`src/rtl/avalon_pio_in_ctrl_if.sv`:
```
// Avalon-MM slave bus bundle for the PIO input controller.
// The slave modport is used by the controller and the master modport by its bus master.
interface avalon_pio_in_ctrl_if;
  logic        chipselect;
  logic [2:0]  address;
  logic        write_n;
  logic [31:0] writedata;
  logic [31:0] readdata;
  logic        irq;

  modport slave (
    input  chipselect,
    input  address,
    input  write_n,
    input  writedata,
    output readdata,
    output irq
  );

  modport master (
    output chipselect,
    output address,
    output write_n,
    output writedata,
    input  readdata,
    input  irq
  );
endinterface

```
`src/rtl/avalon_pio_in_ctrl.sv`:
```
// Avalon-MM PIO input port: sync -> optional debounce -> edge select -> sticky capture -> IRQ.
// Define PIO_IN_DEBOUNCE_EN to build the per-bit debouncer and the DB_LIMIT register.
module avalon_pio_in_ctrl #(
  parameter int unsigned      WIDTH       = 18,
  parameter int unsigned      SYNC_STAGES = 2,
  parameter int unsigned      CNT_W       = 16,
  parameter logic [CNT_W-1:0] DB_DEFAULT  = CNT_W'(50000)
) (
  input logic                 clk,
  input logic                 reset_n,
  avalon_pio_in_ctrl_if.slave bus,
  input logic [WIDTH-1:0]     in_port
);

  logic [WIDTH-1:0] sync_q [SYNC_STAGES];
  logic [WIDTH-1:0] raw;
  logic [WIDTH-1:0] stable;
  logic [WIDTH-1:0] stable_dly_q;
  logic [WIDTH-1:0] irq_mask_q, irq_mask_d;
  logic [WIDTH-1:0] rise_en_q, rise_en_d;
  logic [WIDTH-1:0] fall_en_q, fall_en_d;
  logic [WIDTH-1:0] cap_q, cap_d;
  logic [WIDTH-1:0] ev;
  logic [WIDTH-1:0] w1c;
  logic [31:0]      readdata_q, readdata_d;
  logic             wr;
  logic             unused_wdata;

  assign wr           = bus.chipselect & ~bus.write_n;
  assign unused_wdata = ^bus.writedata;

  always_ff @(posedge clk or negedge reset_n) begin
    if (!reset_n) begin
      for (int i = 0; i < int'(SYNC_STAGES); i++) sync_q[i] <= '0;
    end else begin
      sync_q[0] <= in_port;
      for (int i = 1; i < int'(SYNC_STAGES); i++) sync_q[i] <= sync_q[i-1];
    end
  end

  assign raw = sync_q[SYNC_STAGES-1];

`ifdef PIO_IN_DEBOUNCE_EN
  logic [CNT_W-1:0] db_limit_q, db_limit_d;
  logic [CNT_W-1:0] cnt_q [WIDTH];
  logic [CNT_W-1:0] cnt_d [WIDTH];
  logic [WIDTH-1:0] stable_q, stable_d;

  // A new limit applies at once; a counter already past it wraps around before matching.
  always_comb begin
    stable_d = stable_q;
    for (int i = 0; i < int'(WIDTH); i++) begin
      cnt_d[i] = cnt_q[i];
      if (raw[i] == stable_q[i]) begin
        cnt_d[i] = '0;
      end else if (cnt_q[i] == db_limit_q) begin
        stable_d[i] = raw[i];
        cnt_d[i]    = '0;
      end else begin
        cnt_d[i] = cnt_q[i] + CNT_W'(1);
      end
    end
  end

  always_comb begin
    db_limit_d = db_limit_q;
    if (wr && bus.address == 3'd6) db_limit_d = bus.writedata[CNT_W-1:0];
  end

  always_ff @(posedge clk or negedge reset_n) begin
    if (!reset_n) begin
      stable_q   <= '0;
      db_limit_q <= DB_DEFAULT;
      for (int i = 0; i < int'(WIDTH); i++) cnt_q[i] <= '0;
    end else begin
      stable_q   <= stable_d;
      db_limit_q <= db_limit_d;
      for (int i = 0; i < int'(WIDTH); i++) cnt_q[i] <= cnt_d[i];
    end
  end

  assign stable = stable_q;
`else
  logic [CNT_W-1:0] unused_db_default;

  assign unused_db_default = DB_DEFAULT;
  assign stable            = raw;
`endif

  assign ev  = (rise_en_q & stable & ~stable_dly_q) | (fall_en_q & ~stable & stable_dly_q);
  assign w1c = (wr && bus.address == 3'd3) ? bus.writedata[WIDTH-1:0] : '0;

  // OR-ing the event after the clear lets a same-cycle event win over W1C.
  always_comb begin
    irq_mask_d = irq_mask_q;
    rise_en_d  = rise_en_q;
    fall_en_d  = fall_en_q;
    cap_d      = (cap_q & ~w1c) | ev;
    if (wr) begin
      case (bus.address)
        3'd2:    irq_mask_d = bus.writedata[WIDTH-1:0];
        3'd4:    rise_en_d  = bus.writedata[WIDTH-1:0];
        3'd5:    fall_en_d  = bus.writedata[WIDTH-1:0];
        default: ;
      endcase
    end
  end

  always_comb begin
    readdata_d = '0;
    case (bus.address)
      3'd0:    readdata_d[WIDTH-1:0] = stable;
      3'd1:    readdata_d[WIDTH-1:0] = raw;
      3'd2:    readdata_d[WIDTH-1:0] = irq_mask_q;
      3'd3:    readdata_d[WIDTH-1:0] = cap_q;
      3'd4:    readdata_d[WIDTH-1:0] = rise_en_q;
      3'd5:    readdata_d[WIDTH-1:0] = fall_en_q;
`ifdef PIO_IN_DEBOUNCE_EN
      3'd6:    readdata_d[CNT_W-1:0] = db_limit_q;
`endif
      default: ;
    endcase
  end

  always_ff @(posedge clk or negedge reset_n) begin
    if (!reset_n) begin
      stable_dly_q <= '0;
      irq_mask_q   <= '0;
      rise_en_q    <= '1;
      fall_en_q    <= '0;
      cap_q        <= '0;
      readdata_q   <= '0;
    end else begin
      stable_dly_q <= stable;
      irq_mask_q   <= irq_mask_d;
      rise_en_q    <= rise_en_d;
      fall_en_q    <= fall_en_d;
      cap_q        <= cap_d;
      readdata_q   <= readdata_d;
    end
  end

  assign bus.readdata = readdata_q;
  assign bus.irq      = |(cap_q & irq_mask_q);

endmodule
```
`src/flat_wrapper.sv`:
```
// flat-port wrapper written by rule: the top's interface ports become plain ports
module avalon_pio_in_ctrl_flat 
#(
  parameter int unsigned      WIDTH       = 18,
  parameter int unsigned      SYNC_STAGES = 2,
  parameter int unsigned      CNT_W       = 16,
  parameter logic [CNT_W-1:0] DB_DEFAULT  = CNT_W'(50000)
)
  (clk, reset_n, in_port, bus_chipselect, bus_address, bus_write_n, bus_writedata, bus_readdata, bus_irq);
  avalon_pio_in_ctrl_if bus_i ();
  input logic clk;
  input logic reset_n;
  input logic [WIDTH-1:0] in_port;
  input wire logic [$bits(bus_i.chipselect)-1:0] bus_chipselect;
  input wire logic [$bits(bus_i.address)-1:0] bus_address;
  input wire logic [$bits(bus_i.write_n)-1:0] bus_write_n;
  input wire logic [$bits(bus_i.writedata)-1:0] bus_writedata;
  output wire logic [$bits(bus_i.readdata)-1:0] bus_readdata;
  output wire logic [$bits(bus_i.irq)-1:0] bus_irq;
  assign bus_i.chipselect = bus_chipselect;
  assign bus_i.address = bus_address;
  assign bus_i.write_n = bus_write_n;
  assign bus_i.writedata = bus_writedata;
  assign bus_readdata = bus_i.readdata;
  assign bus_irq = bus_i.irq;
  avalon_pio_in_ctrl #(.WIDTH(WIDTH), .SYNC_STAGES(SYNC_STAGES), .CNT_W(CNT_W), .DB_DEFAULT(DB_DEFAULT)) u_core (.clk(clk), .reset_n(reset_n), .bus(bus_i), .in_port(in_port));
endmodule
```
`config.mk`:
```
export PLATFORM = sky130hd
export DESIGN_NAME = avalon_pio_in_ctrl_flat
export DESIGN_NICKNAME = d
export VERILOG_FILES = /design/src/rtl/avalon_pio_in_ctrl_if.sv /design/src/rtl/avalon_pio_in_ctrl.sv /design/src/flat_wrapper.sv
export SDC_FILE = /design/constraint.sdc
export NUM_CORES = 1
export LEC_CHECK = 0
export ABC_AREA = 1
export BUFFER_PORTS_ARGS = -buffer_cell sky130_fd_sc_hd__buf_2
export CAP_MARGIN = 20
export CORE_MARGIN = 1.5
export CORE_UTILIZATION = 57
export DETAILED_ROUTE_END_ITERATION = 16
export GPL_ROUTABILITY_DRIVEN = 1
export PLACE_DENSITY = 0.8
export SLEW_MARGIN = 15
export SYNTH_ARGS = -nofsm -noshare
export SYNTH_HDL_FRONTEND = slang
export SYNTH_SLANG_ARGS = --single-unit
```
`constraint.sdc`:
```
create_clock -name clk -period 1.1 [get_ports clk]
set_input_delay 0.22 -clock clk [delete_from_list [all_inputs] [get_ports clk]]
set_output_delay 0.22 -clock clk [all_outputs]
set_load 0.02 [all_outputs]
```
### After elaboration in Yosys (flattened, before gate mapping)

Index checks and enable logic that the tools add are counted.

| word-level totals | value |
|---|---|
| flip-flop bits (word level) | 144 |
| input bits | 57 |
| output and inout port bits | 33 |
| logic and storage cells | 35 |

| operators by class | value |
|---|---|
| equal/unequal tests | 5 |
| muxes and demuxes | 2 |
| bitwise gates (word level) | 13 |
| reduce and logical (&&, ||, !) cells | 7 |

Operators by type and width:

| cell | count |
|---|---|
| AND 18 bit | 6 |
| case mux 18 bit (5 select lines) | 1 |
| inverter 18 bit | 3 |
| OR 18 bit | 2 |
| 2-to-1 mux 18 bit | 1 |
| OR reduction 18 bit | 1 |
| equality test 3 x 2 -> 1 bit, second input constant | 2 |
| equality test 3 bit, second input constant | 2 |
| AND reduction 2 bit | 3 |
| equality test 3 x 1 -> 1 bit, second input constant | 1 |
| logical NOT 3 bit | 1 |
| OR reduction 2 bit | 1 |
| AND 1 bit | 1 |
| logical AND 1 bit | 1 |
| inverter 1 bit | 1 |

### Depth between registers and ports, before layout

Gate-level depths: netlist of the first run.

| logic depth | value |
|---|---|
| depth in word-level cells | 7 |
| mapped depth | 8 |
| mapped depth without buffers | 6 |

### Worst setup path after synthesis of the first run

Ideal clock, no wire load.

| timing path | value |
|---|---|
| path kind | input-to-reg |
| start point | input bus_address[0] |
| end point | register u_core.cap_q[10] |
| library setup time | 0.120 ns |
| arrival | 1.019 ns |
| data required time | 0.980 ns |
| path slack | -0.039 ns |
| stages | 7 |
| path buffers | 2 |
| path through | buf_2 -> nand3_1 -> nor2_4 -> buf_4 -> nand2_1 -> nand2_1 -> nand2_1 |

| between the ends | value |
|---|---|
| longest elaborated chain between the ends | 6 |

Ends and longest elaborated chain:

| item | RTL line | source |
|---|---|---|
| from (decl) | flat_wrapper.sv:15 | `input wire logic [$bits(bus_i.address)-1:0] bus_address;` |
| equality test 3 x 2 -> 1 bit | avalon_pio_in_ctrl.sv:91 | `assign w1c = (wr && bus.address == 3'd3) ? bus.writedata[WIDTH-1:0] : '0;` |
| logical AND 1 bit | avalon_pio_in_ctrl.sv:91 |  |
| 2-to-1 mux 18 bit | avalon_pio_in_ctrl.sv:91 |  |
| inverter 18 bit | avalon_pio_in_ctrl.sv:98 | `cap_d = (cap_q & ~w1c) \| ev;` |
| AND 18 bit | avalon_pio_in_ctrl.sv:98 |  |
| OR 18 bit | avalon_pio_in_ctrl.sv:98 |  |
| named net u_core.cap_d[10] | avalon_pio_in_ctrl.sv:22 | `logic [WIDTH-1:0] cap_q, cap_d;` |
| to (signal assigned) | avalon_pio_in_ctrl.sv:138 | `cap_q <= cap_d;` |
| to (decl) | avalon_pio_in_ctrl.sv:22 |  |

The timed path passes the listed nets, and every way through them passes these cells.
A chain may end at the register's enable or synchronous reset.

### Worst setup path in the final report of the first run

| timing path | value |
|---|---|
| start point | register u_core.irq_mask_q[0] |
| end point | output bus_irq |

| between the ends | value |
|---|---|
| longest elaborated chain between the ends | 2 |

Ends and longest elaborated chain:

| item | RTL line | source |
|---|---|---|
| from (decl) | avalon_pio_in_ctrl.sv:19 | `logic [WIDTH-1:0] irq_mask_q, irq_mask_d;` |
| from (signal assigned) | avalon_pio_in_ctrl.sv:135 | `irq_mask_q <= irq_mask_d;` |
| AND 18 bit | avalon_pio_in_ctrl.sv:144 | `assign bus.irq = \|(cap_q & irq_mask_q);` |
| OR reduction 18 bit | avalon_pio_in_ctrl.sv:144 |  |
| to (decl) | flat_wrapper.sv:19 | `output wire logic [$bits(bus_i.irq)-1:0] bus_irq;` |

Every way passes these cells.

==> flow_metrics.env, run 1 <==
export IMPL_outcome="finished with violations"
export IMPL_violations="negative setup slack"
export IMPL_max_freq_mhz=558
export IMPL_first_pass_iters=5
export IMPL_setup_viol=19
export IMPL_synth_area_mm2=0.00612
export IMPL_instances_no_fill=1001
export IMPL_worstSetupEndpointType="output port"
export IMPL_routed_wl_um=15600
export IMPL_clock_latency_ns=0.54
export IMPL_clk_path_buf_depth=2
export IMPL_crit_path_start_kind="register"
export IMPL_rsz0062_at_grt="yes"
export IMPL_worst_setup_path_type="register to output port"
export IMPL_grt_pass1_wl_um=25700
export IMPL_utilization_pct=78.2
export IMPL_cts_sinks=144
export IMPL_finalClockSkew_ns=0.00940
export IMPL_dieHeight_um=107
export IMPL_core_mm2=0.0104
export IMPL_areaGrowthSynthToFinish_pct=32.4
export IMPL_dp_hpwl_um=10000
export IMPL_dr_wl_met2_um=8190
export IMPL_endpoint="bus_irq"
export IMPL_fin_crit_ns=1.79
export IMPL_cts_root_buf="clkbuf_8"
export IMPL_leakagePower_nw=4.07
export IMPL_fillers=676
export IMPL_r2r_end="u_core.bus.readdata[14]"
export IMPL_final_cell_mix="nand2_1 (207), dfrtp_1 (126), inv_1 (78), nor2_1 (78), buf_4 (63)"
export IMPL_post_route_period_util_pct=163
export IMPL_drive_gt1_share_pct=23.8
export IMPL_gp_congestion=0.896
export IMPL_path_delay_family="simple AND/OR/NAND/NOR gates"
export IMPL_drtIter0Drc=325
export IMPL_met3_length_um=1060
export IMPL_ant_nets=0
export IMPL_fin_area_mm2=0.00811
export IMPL_numPlacedInstances=931
export IMPL_antenna_found_initial=0
export IMPL_timing_final_max_slew_violations=0
export IMPL_cts_buffers=17
export IMPL_hold_class="input port to async pin"
export IMPL_pwr_density_cell_mw_per_mm2=1760
export IMPL_globalRouteOverflowTotal=0
export IMPL_synth_cell_types=23
export IMPL_layout_setup_ws_ns=-0.693
export IMPL_grt_max_degree=57
export IMPL_arrival_ns=1.57
export IMPL_rows=37
export IMPL_clk_pin_slew_ns=0.06
export IMPL_highest_layer="met4"
export IMPL_crit_cells=5
export IMPL_synth_warnings=0
export IMPL_placed_area_mm2=0.00706
export IMPL_wl_per_cell_um=15.5
export IMPL_port_buffers=61
export IMPL_syn_inst=688
export IMPL_io_pins=90
export IMPL_drt_drc_violations_left=0
export IMPL_wl_met1_um=5940
export IMPL_hold_slack_ns=0.228
export IMPL_final_common_cell="nand2_1"
export IMPL_crit_slowest_cell="dfrtp_1"
export IMPL_rrSetupSlack_ns=0.07
export IMPL_ys_seq_elements=144
export IMPL_grtUsageTotal_pct=29.8
export IMPL_worstReg2RegStart="u_core.cap_q[14]"
export IMPL_die_w_um=107
export IMPL_crit_fanout=2
export IMPL_ys_seq_area_share_pct=59.2
export IMPL_n_antenna_cell=0
export IMPL_vias=5296
export IMPL_place_ws_ns=-0.183
export IMPL_worst_path_buf_inv=1
export IMPL_final_nets=910
export IMPL_power_mw=14.2
export IMPL_grt_pass1_vias=5539
export IMPL_via_per_inst=5.29
export IMPL_worst_ir_drop_vdd_v=0.00134
export IMPL_initial_core_util_pct=59.0
export IMPL_syn_area_per_cell_um2=8.90
export IMPL_rr_worst_depth=6
export IMPL_cts_tree="done"
export IMPL_crit_start="u_core.irq_mask_q[0]"
export IMPL_hold_viol_final=0
export IMPL_cpMostUsedCell="nand2_1"
export IMPL_cp_required_ns=0.88
export IMPL_htreeDepth=4
export IMPL_cpPeakStageDelay_ns=0.41
export IMPL_finalSetupTns_ns=-3.59
export IMPL_cp_cell_sequence="nand2_1, nand4_1, nor2_1, nand2_1, buf_6"
export IMPL_max_cap_violations=0
export IMPL_die_area_mm2=0.0114
## cell usage after synthesis, drive strengths merged
cell type | count | area share [%]
conb | 1 | 0.061
nor3 | 2 | 0.43
nor2 | 82 | 5.4
nand4 | 30 | 3.1
o21ai | 59 | 5.4
dfstp | 18 | 7.7
a21oi | 9 | 0.74
a31oi | 10 | 1.0
dfrtp | 126 | 51
nand2 | 210 | 13
inv | 81 | 5.0
clkbuf | 1 | 0.061
nand3 | 21 | 2.1
buf | 38 | 4.5
## flip-flops by register name, indices dropped and copies added (netlist names)
register / flops
u_core.stable_dly_q: 18
u_core.bus.readdata: 18
u_core.rise_en_q: 18
u_core.sync_q: 18
u_core.irq_mask_q: 18
u_core.fall_en_q: 18
u_core.raw: 18
u_core.cap_q: 18
## power by group
group / total (mW) / internal [mW] / switching [mW] / leakage [nW]
logic: 2.48 / 1.14 / 1.34 / 2.15
clock network: 5.22 / 3.09 / 2.13 / 0.260
registers: 6.54 / 6.08 / 0.454 / 1.66
## worst min path at each step
| stage | from | to | slack [ns] | cells past startpoint |
|---|---|---|---|---|
| after floorplan | reset_n | u_core.bus.readdata[0] | -0.08 | 0 |
| after global placement | reset_n | u_core.cap_q[2] | 0.22 | 2 |
| after detailed placement | reset_n | u_core.cap_q[2] | 0.22 | 2 |
| after CTS | reset_n | u_core.cap_q[2] | 0.22 | 3 |
| after global routing | reset_n | u_core.cap_q[2] | 0.24 | 3 |
| final | reset_n | u_core.stable_dly_q[2] | 0.23 | 3 |
## cells by family (layout without fill, tap and decap cells)
group / after synthesis / after routing / share of synthesized area [%]
other: 1 / 14 / 0.0612
AOI/OAI and AO/OA: 78 / 78 / 7.19
and+or+nand+nor: 345 / 345 / 24.0
DFF: 144 / 144 / 59.2
buffers and inverters: 120 / 284 / 9.56
## worst reg2reg max path, delay by kind of cell (launching register included)
family	cells	cell delay, ns
DFF	1	0.40
buffers and inverters	3	0.31
and+or+nand+nor	3	0.21
## repair_timing
action                                 in CTS  in global routing
setup endpoints to repair                  19                 19
endpoints found under the hold margin     233                  0
gates resized for setup                    40                  0
setup buffers                               1                  1
hold buffers                               37                  0
pin swaps                                   1                  1
## routing by layer
metal / global-route usage [%] / vias to the layer above
li1: - / 2463
met3: 5.90 / 34
met4: 16.5 / 0
met1: 35.7 / 2573
met5: 0 / -
met2: 50.5 / 226
## area by class of cell
class / count / area [um^2] / share of cell area, %
well taps: 136 / 170 / 2.10
repair buffers: 172 / 1490 / 18.4
clock buffers: 21 / 449 / 5.54
clock inverters: 10 / 90.1 / 1.11
flip-flops and latches: 144 / 3630 / 44.7
inverters: 81 / 304 / 3.75
multi-input cells: 437 / 1970 / 24.3
(Power assumes the default switching activity.)
==> run 2: changes to the inputs <==
--- a/config.mk
+++ b/config.mk
@@ -8,11 +8,11 @@
 export ABC_AREA = 1
 export BUFFER_PORTS_ARGS = -buffer_cell sky130_fd_sc_hd__buf_2
 export CAP_MARGIN = 20
-export CORE_MARGIN = 1.5
-export CORE_UTILIZATION = 57
+export CORE_MARGIN = 4
+export CORE_UTILIZATION = 51
 export DETAILED_ROUTE_END_ITERATION = 16
 export GPL_ROUTABILITY_DRIVEN = 1
-export PLACE_DENSITY = 0.8
+export PLACE_DENSITY = 0.75
 export SLEW_MARGIN = 15
 export SYNTH_ARGS = -nofsm -noshare
 export SYNTH_HDL_FRONTEND = slang
==> constraint.sdc (replaced) <==
create_clock -name clk -period 1.5 [get_ports clk]
set_input_delay 0.3 -clock clk [delete_from_list [all_inputs] [get_ports clk]]
set_output_delay 0.3 -clock clk [all_outputs]
set_load 0.02 [all_outputs]
==> run 2 against run 1 <==
The flow still finishes with violations (negative setup slack). Highest routed layer unchanged. Via count is 7.2% lower. Register-to-register slack better by 0.51 ns. Combinational power is 42% lower. Setup slack better by 0.38 ns. Sequential share of layout area is 3.0 points higher. Wire length is 9.0% lower. Global-route usage is 8.4 points lower. Total power is 25% lower. First-iteration DRC count is 28% higher. Critical endpoint unchanged. Design area is 6.4% lower. Utilization is 13 points lower.
==> flow_metrics.env, run 2 (synthesized netlist as in run 1, its figures left out) <==
export IMPL_power_mw=10.7
export IMPL_clk_pin_slew_ns=0.06
export IMPL_vias=4917
export IMPL_worst_setup_path_type="register to output port"
export IMPL_p_sw_mw=2.84
export IMPL_leakagePower_nw=3.81
export IMPL_max_cap_violations=0
export IMPL_drtIter0Drc=415
export IMPL_worstSetupEndpointType="output port"
export IMPL_antenna_found_initial=0
export IMPL_crit_path_start_kind="register"
export IMPL_clock_latency_ns=0.43
export IMPL_cpMostUsedCell="nand2_1"
export IMPL_routed_wl_um=14200
export IMPL_cts_buffers=17
export IMPL_cpPeakStageDelay_ns=0.40
export IMPL_io_pins=90
export IMPL_fillers=895
export IMPL_setup_viol=1
export IMPL_cts_tree="done"
export IMPL_htreeDepth=4
export IMPL_final_cell_mix="nand2_1 (207), dfrtp_1 (126), inv_1 (78), nor2_1 (76), buf_2 (59)"
export IMPL_grt_max_degree=38
export IMPL_rows=39
export IMPL_final_common_cell="nand2_1"
export IMPL_intPower_mw=7.91
export IMPL_grt_pass1_vias=5006
export IMPL_clockPowerShare_pct=42.1
export IMPL_n_antenna_cell=0
export IMPL_grt_pass1_wl_um=23600
export IMPL_die_w_um=118
export IMPL_cts_root_buf="clkbuf_16"
export IMPL_cp_required_ns=1.20
export IMPL_outcome="finished with violations"
export IMPL_drt_drc_violations_left=0
export IMPL_grtUsageTotal_pct=21.4
export IMPL_gp_congestion=0.871
export IMPL_hold_class="input port to register"
export IMPL_arrival_ns=1.51
export IMPL_globalRouteOverflowTotal=0
export IMPL_switching_share_pct=26.4
export IMPL_multi_input_area_mm2=0.00197
export IMPL_dp_hpwl_um=9430
export IMPL_cp_cell_sequence="nand2_1, nand2_1, nor2_1, nand2_1, nor2_2, nand2_2, buf_6"
export IMPL_crit_fanout=3
export IMPL_ant_nets=0
export IMPL_pwr_density_cell_mw_per_mm2=1420
export IMPL_post_route_period_util_pct=121
export IMPL_placed_area_mm2=0.00671
export IMPL_initial_core_util_pct=52.9
export IMPL_layout_setup_ws_ns=-0.310
export IMPL_drive_gt1_share_pct=21.0
export IMPL_fin_crit_ns=1.81
export IMPL_die_area_mm2=0.0138
export IMPL_final_nets=853
export IMPL_dieHeight_um=118
export IMPL_core_mm2=0.0116
export IMPL_max_freq_mhz=553
export IMPL_violations="negative setup slack"
export IMPL_p_comb_share_pct=13.3
export IMPL_hold_viol_final=0
export IMPL_rsz0062_at_grt="yes"
export IMPL_crit_slowest_cell="dfrtp_1"
export IMPL_worst_ir_drop_vdd_v=0.000843
export IMPL_port_buffers=61
export IMPL_first_pass_iters=5
export IMPL_timing_final_max_slew_violations=0
export IMPL_finalClockSkew_ns=0.00753
export IMPL_fin_area_mm2=0.00759
export IMPL_register_area_mm2=0.00363
export IMPL_clk_path_buf_depth=2
export IMPL_wl_per_cell_um=14.9
export IMPL_via_per_inst=5.16
export IMPL_cts_sinks=144
export IMPL_pwr_share_seq_pct=44.6
export IMPL_areaGrowthSynthToFinish_pct=23.9
run 2: changes by cell type in the layout (fill, tap and decap cells not counted), sizes merged:
| cell | before | now |
|---|---|---|
| buf | 135 | 96 |
| dlygate4sd3 | 37 | 19 |
| bufinv | 1 | 4 |
| clkinv | 6 | 3 |
| inv | 81 | 83 |
| clkinvlp | 3 | 2 |
run 2: repair_timing:
| action | 4_1_cts | 5_1_grt |
|---|---|---|
| buffers inserted | 3 | 2 |
| setup endpoints to repair | 1 | 1 |
| hold buffers | 19 | 0 |
| endpoints found under the hold margin | 44 | 0 |
| pin swaps | 0 | 2 |
| gates resized for setup | 5 | 1 |
run 2: stage by stage:
step	setup WS (ns)	utilization, %	hold WS (ns)	cells	setup TNS (ns)
3_3_place_gp	0.0795	58.0	0.237	896	0
6_report	-0.310	65.6	0.114	952	-0.310
4_1_cts	-0.314	65.5	0.0995	950	-0.314
3_5_place_dp	0.0404	58.0	0.240	896	0
2_1_floorplan	0.281	-	0.00441	701	0
5_1_grt	-0.385	65.6	0.120	952	-0.385
run 2: layout make-up:
cell class | count | area share, %
flip-flops and latches | 144 | 47.8
clock buffers | 21 | 6.07
clock inverters | 11 | 2.36
repair buffers | 115 | 11.5
well taps | 143 | 2.36
inverters | 81 | 4.01
multi-input cells | 437 | 26.0
run 2: path summary, 6_finish.rpt:
kind / cells after the start / end / from / slack [ns]
max: 7 / bus_irq / u_core.cap_q[14] / -0.31
min: 3 / u_core.fall_en_q[6] / bus_writedata[6] / 0.11
max reg2reg: 4 / u_core.cap_q[3] / u_core.rise_en_q[3] / 0.58
min reg2reg: 0 / u_core.raw[15] / u_core.sync_q[33] / 0.35
max in group asynchronous: 3 / u_core.rise_en_q[8] / reset_n / 0.57
min in group asynchronous: 2 / u_core.cap_q[5] / reset_n / 0.35
run 2: routing by layer:
metal | vias up | global-route usage (%) | wire, um
li1 | 2347 | - | -
met1 | 2361 | 26.1 | 5980
met2 | 172 | 35.4 | 6910
met3 | 37 | 6.25 | 909
met4 | 0 | 9.67 | 370
met5 | - | 0 | 0
run 2: critical path: cells and delay by family, from the launching register on:
family / cells / cell delay (ns)
simple gates: 6 / 0.54
buf+inv: 1 / 0.13
flops: 1 / 0.40
run 2: power by group through the flow:
| stage | clock network, mW | registers (mW) | logic (mW) |
|---|---|---|---|
| after floorplan | 0 | 4.83 | 0.834 |
| after global placement | 0 | 4.82 | 1.28 |
| after detailed placement | 0 | 4.84 | 1.34 |
| after CTS | 4.59 | 4.78 | 1.43 |
| after global routing | 4.77 | 4.84 | 1.62 |
| final | 4.52 | 4.79 | 1.43 |
